--- config.mk ---
export PLATFORM = sky130hd
export DESIGN_NAME = store_buffer
export DESIGN_NICKNAME = d
export VERILOG_FILES = /design/src/rtl/store_buffer.sv
export SDC_FILE = /design/constraint.sdc
export NUM_CORES = 1
export LEC_CHECK = 0
export ABC_AREA = 1
export CORE_ASPECT_RATIO = 0.8
export CORE_UTILIZATION = 40
export CTS_CLUSTER_SIZE = 28
export DETAILED_ROUTE_END_ITERATION = 7
export PLACE_DENSITY = 0.66
export SLEW_MARGIN = 10
export SYNTH_ARGS = -nofsm -noshare
export SYNTH_HDL_FRONTEND = slang
export SYNTH_SLANG_ARGS = --single-unit
--- constraint.sdc ---
create_clock -name clk_i -period 3.88 [get_ports clk_i]
set_input_delay 0.97 -clock clk_i [delete_from_list [all_inputs] [get_ports clk_i]]
set_output_delay 0.97 -clock clk_i [all_outputs]
set_load 0.005 [all_outputs]
--- src/rtl/store_buffer.sv ---
// Store buffer between the MEM stage and data memory: queues word stores and drains them when loads leave the port free.
// Latency: stores drain one per non-load cycle; loads return on data_o exactly one cycle later, forwarded or from memory.
// Backpressure: stall_o rises only for a store arriving at a full buffer; loads never stall and take priority on the port.
module store_buffer #(
    parameter int DEPTH = 4
) (
    input  logic        clk_i,
    input  logic        rst_i,
    input  logic [31:0] addr_i,
    input  logic [31:0] data_i,
    input  logic        MemRead_i,
    input  logic        MemWrite_i,
    input  logic [31:0] mem_data_i,
    output logic [31:0] mem_addr_o,
    output logic [31:0] mem_data_o,
    output logic        mem_read_o,
    output logic        mem_write_o,
    output logic [31:0] data_o,
    output logic        stall_o,
    output logic        empty_o
);

    localparam int PW = (DEPTH > 1) ? $clog2(DEPTH) : 1;
    localparam int CW = PW + 1;

    logic [29:0]   buf_addr [DEPTH];
    logic [31:0]   buf_data [DEPTH];
    logic [PW-1:0] head;
    logic [PW-1:0] tail;
    logic [CW-1:0] count;

    logic          fwd_hit;
    logic [31:0]   fwd_data;

    logic          full;
    logic          enq;
    logic          drain;
    logic          hit_c;
    logic [31:0]   hit_data_c;
    logic [PW-1:0] idx;

    assign full  = (count == CW'(DEPTH));
    assign enq   = MemWrite_i && !full;
    // Loads own the port, so draining only happens in cycles without a load.
    assign drain = !MemRead_i && (count != '0);

    // Scan entries oldest to youngest so the last match is the youngest store.
    always_comb begin
        hit_c      = 1'b0;
        hit_data_c = '0;
        idx        = '0;
        for (int i = 0; i < DEPTH; i++) begin
            idx = head + PW'(i);
            if ((CW'(i) < count) && (buf_addr[idx] == addr_i[31:2])) begin
                hit_c      = 1'b1;
                hit_data_c = buf_data[idx];
            end
        end
    end

    // Entry payload storage; contents only matter while counted as valid.
    always_ff @(posedge clk_i) begin
        if (enq) begin
            buf_addr[tail] <= addr_i[31:2];
            buf_data[tail] <= data_i;
        end
    end

    // Pointer and occupancy bookkeeping; reset discards all pending stores.
    always_ff @(posedge clk_i or negedge rst_i) begin
        if (!rst_i) begin
            head  <= '0;
            tail  <= '0;
            count <= '0;
        end else begin
            if (enq) begin
                tail <= tail + PW'(1);
            end
            if (drain) begin
                head <= head + PW'(1);
            end
            case ({enq, drain})
                2'b10:   count <= count + CW'(1);
                2'b01:   count <= count - CW'(1);
                default: count <= count;
            endcase
        end
    end

    // Capture the forwarding decision with the load so data_o lines up with registered memory data.
    always_ff @(posedge clk_i or negedge rst_i) begin
        if (!rst_i) begin
            fwd_hit  <= 1'b0;
            fwd_data <= '0;
        end else begin
            fwd_hit  <= MemRead_i && hit_c;
            if (MemRead_i) begin
                fwd_data <= hit_data_c;
            end
        end
    end

    // Memory port mux: load first, otherwise drain the head entry; quiet during reset.
    always_comb begin
        mem_read_o  = 1'b0;
        mem_write_o = 1'b0;
        mem_addr_o  = '0;
        mem_data_o  = '0;
        if (rst_i) begin
            if (MemRead_i) begin
                mem_read_o = 1'b1;
                mem_addr_o = addr_i;
            end else if (count != '0) begin
                mem_write_o = 1'b1;
                mem_addr_o  = {buf_addr[head], 2'b00};
                mem_data_o  = buf_data[head];
            end
        end
    end

    assign stall_o = MemWrite_i && full;
    assign empty_o = (count == '0);
    assign data_o  = fwd_hit ? fwd_data : mem_data_i;

endmodule
==> impl_metrics.tcl <==
set metrics [dict create \
    track_usage_pct 25.7 \
    final.setup.tns_ns 0 \
    initial_core_util_pct 41.0 \
    clock-sinks 288 \
    ioPinCount 200 \
    cts_made_buffers 31 \
    synth_sequential_area_ratio_pct 44.5 \
    route.final.wire_length_mm 62.5 \
    cts_buffer_depth 3 \
    synth_enable_flop_cells 248 \
    post_synthesis_register_bit_count 288 \
    drt-vias-per-instance 5.35 \
    groute.layer.met3.usage_pct 4.44 \
    grt_pass1_wl_mm 96.5 \
    mappedNetlistArea_um2 19000 \
    endpoint_kind "output pin" \
    placeableCoreArea_um2 46200 \
    cts_tree "built" \
    worst_setup_path_type "reg -> out" \
    worst-endpoint-required_ns 2.91 \
    asyncSetResetFlopFracSynth_pct 13.9 \
    worstSkewPairLatency_ns 0.58 \
    rr_endpoint "fwd_data[11]" \
    ff2ff_setup_slack_ns 0.49 \
    leakage_nw 10.2 \
    postLayoutCellArea_um2 22800 \
    start_kind "flop" \
    outcome "finished, final reports clean" \
    fp.dieH_um 197 \
    maxClockFrequency_mhz 258 \
    crit_path_max_fanout 166 \
    htreeDepth 1 \
    p_int_w 0.00854 \
    post_drt_wl_per_cell_um 18.1 \
    floorplan.die.width_um 246 \
    worst-slew-pin-transition_ns 1.14 \
    synthToLayoutAreaGrowth_pct 20.0 \
    fin_skew_ns 0.0123 \
    p_comb_share_pct 56.9 \
    timing.hold.worst.class "reg -> reg" \
    die_outline_area_um2 48300 \
    finalWeightedCongestion 0.970 \
    netlist.area_leader.share_pct 39.2 \
    finalCriticalPeriod_ns 3.87 \
    power_density_nw_per_um2 723 \
    yosys_most_used_dff "edfxtp_1" \
    postCtsSetupRepairBufs 0 \
    cp.arrival_ns 2.90 \
    grt.busiest_layer "met2" \
    synth.cells.most_frequent "nand2_1 (1133), o21ai_0 (309), nand3_1 (264), edfxtp_1 (248), inv_1 (213)" \
    timing_hold_violations_final 0 \
    holdPathStages 2 \
    switching_share_pct 48.2 \
    net-switching-power_w 0.00793 \
    path_depth_of_the_worst_reg2reg_path 16 \
    setup_viol 0 \
    worstHoldStart "fwd_data[5]" \
    groute.layer.met1.usage_pct 36.6 \
    clkTransAtPathRegs_ns 0.06 \
    grt_max_degree 167 \
    drv_slew 0 \
    whs_ns 0.485 \
    worst_ir_drop_on_vdd_mv 0.758 \
    globalRouteOverflowTotal 0 \
    power.share.sequential_pct 25.6 \
    ctsRootBufferMaster "clkbuf_16" \
    detail_route.iter0.violations 1691 \
    max_cap_viol_count 0 \
    synthMostInstantiatedCell "nand2_1" \
    number_of_antenna_violations_at_the_first_check_in_global_routing 2 \
    holdPathEnd "fwd_data[5]" \
    first_global_vias 17094 \
    layout.filler_cells 4458 \
    syn_nets 2788 \
    synth_area_leaders "edfxtp_1 (39%), nand2_1 (22%), o21ai_0 (8.1%)" \
    final_cycle_utilization_of_the_critical_path_pct 99.9 \
    global_route.usage.met2_pct 39.8 \
    detailed_place.area_um2 21800 \
    detail_route.drc_violations 0 \
    dp.final_hpwl_mm 41.6 \
    fin_nets 2926 \
    io_buffer_count 199 \
    cts_hold_buf 0 \
    route.antenna.remaining_nets 0 \
    rsz0062_at_grt "true" \
    drive_above_1_share_pct 5.63 \
    post_synthesis_instance_total 2679 \
    clock_power_share_pct 17.5 \
    ys_types 31 \
    timing.rr.start "head[0]" \
    vias 18498 \
    slew_headroom_pct 24.1 \
    core.rowCount 70 \
    synth_area_leader_cell "edfxtp_1" \
    yosysWarnings 0 \
    synth_area_per_cell_um2 7.08 \
    detail_route.first_pass.iterations 7 \
]
[registers in the layout, indices dropped and copies added, names as in the netlist]
signal and count:
head 2, fwd_hit 1, buf_addr 120, buf_data 128, tail 2, count 3
fwd_data 32
[through the flow]
step	power [W]	setup WS [ns]	std cells	util (%)
final	0.0165	0.00550	3455	49.3
after floorplan	0.0104	-0.376	2679	-
after global placement	0.0132	0.287	3395	47.0
after CTS	0.0163	0.0265	3453	49.2
after detailed placement	0.0134	0.241	3395	47.0
after global routing	0.0178	-0.0720	3453	49.2
[cell type report]
| type | instances | area, um^2 | area share, % |
|---|---|---|---|
| Antenna cell | 2 | 5.00 | 0.0220 |
| Clock buffer | 47 | 866 | 3.80 |
| Clock inverter | 10 | 101 | 0.445 |
| Inverter | 216 | 821 | 3.60 |
| Multi-Input combinational cell | 2018 | 9050 | 39.8 |
| Sequential cell | 288 | 8450 | 37.1 |
| Tap cell | 612 | 766 | 3.36 |
| Timing Repair Buffer | 262 | 2710 | 11.9 |
[placed cells by master, fill, tap and decap left out, drive strengths merged]
cell / instances
a21boi: 1
a21oi: 70
and2: 2
and3: 1
buf: 63
bufbuf: 1
bufinv: 2
clkbuf: 47
clkdlybuf4s50: 198
clkinv: 8
dfrtp: 40
diode: 2
edfxtp: 248
ha: 9
inv: 216
mux2: 32
nand2: 1135
nand3: 264
nand3b: 1
nand4: 3
nor2: 107
nor3: 2
o211ai: 6
o21ai: 324
o22ai: 32
or2: 3
xnor2: 2
xor2: 24
[what timing repair did]
item                       CTS  global route
setup endpoints to repair   14            38
hold endpoints to repair     0             0
gates cloned                 1             0
gates resized for setup      2             3
[worst max-delay path: stages, from the launching register on]
cell             delay [ns]
dfrtp_4                0.50
buf_12                 0.54
nand2_1                0.18
nand3_1                0.15
nand2_1                0.14
o22ai_1                0.17
clkdlybuf4s50_1        0.53
[cells by family (layout without fill, tap and decap cells)]
kind of cell,after synthesis,in the layout,share of synthesized area (%)
AND/OR/NAND/NOR,1518,1518,32.0
AO/OA/AOI/OAI,433,433,11.7
buffers and inverters,373,535,8.04
flip-flops,288,288,44.5
multiplexers,32,32,1.90
XOR/XNOR,26,26,1.20
adder cells (fa/ha/maj),9,9,0.593
other,0,2,0
[per-layer routing]
| layer | share of wire (%) | wire, um |
|---|---|---|
| met1 | 44 | 27400 |
| met2 | 44 | 27400 |
| met3 | 9.5 | 5940 |
| met4 | 2.8 | 1760 |
| met5 | 0.018 | 11 |
[power by group through the flow]
stage               logic [W]  registers (W)  clock network [W]
floorplan             0.00617        0.00425                  0
global placement      0.00891        0.00426                  0
detailed placement    0.00908        0.00428                  0
CTS                   0.00920        0.00421            0.00293
global route           0.0105        0.00427            0.00305
finish                0.00937        0.00422            0.00288
[how the worst max path moves through the flow]
| stage | from | end | slack, ns | cells past startpoint |
|---|---|---|---|---|
| finish | head[0] | mem_addr_o[4] | 0.005 | 6 |
| global route | head[0] | mem_data_o[23] | -0.07 | 8 |
| CTS | head[0] | mem_addr_o[20] | 0.03 | 7 |
| detailed placement | MemRead_i | mem_addr_o[24] | 0.24 | 6 |
| global placement | MemRead_i | mem_addr_o[18] | 0.29 | 6 |
| floorplan | MemWrite_i | buf_addr[0][0] | -0.38 | 2 |
No activity file was read; power rests on OpenSTA's default activity.
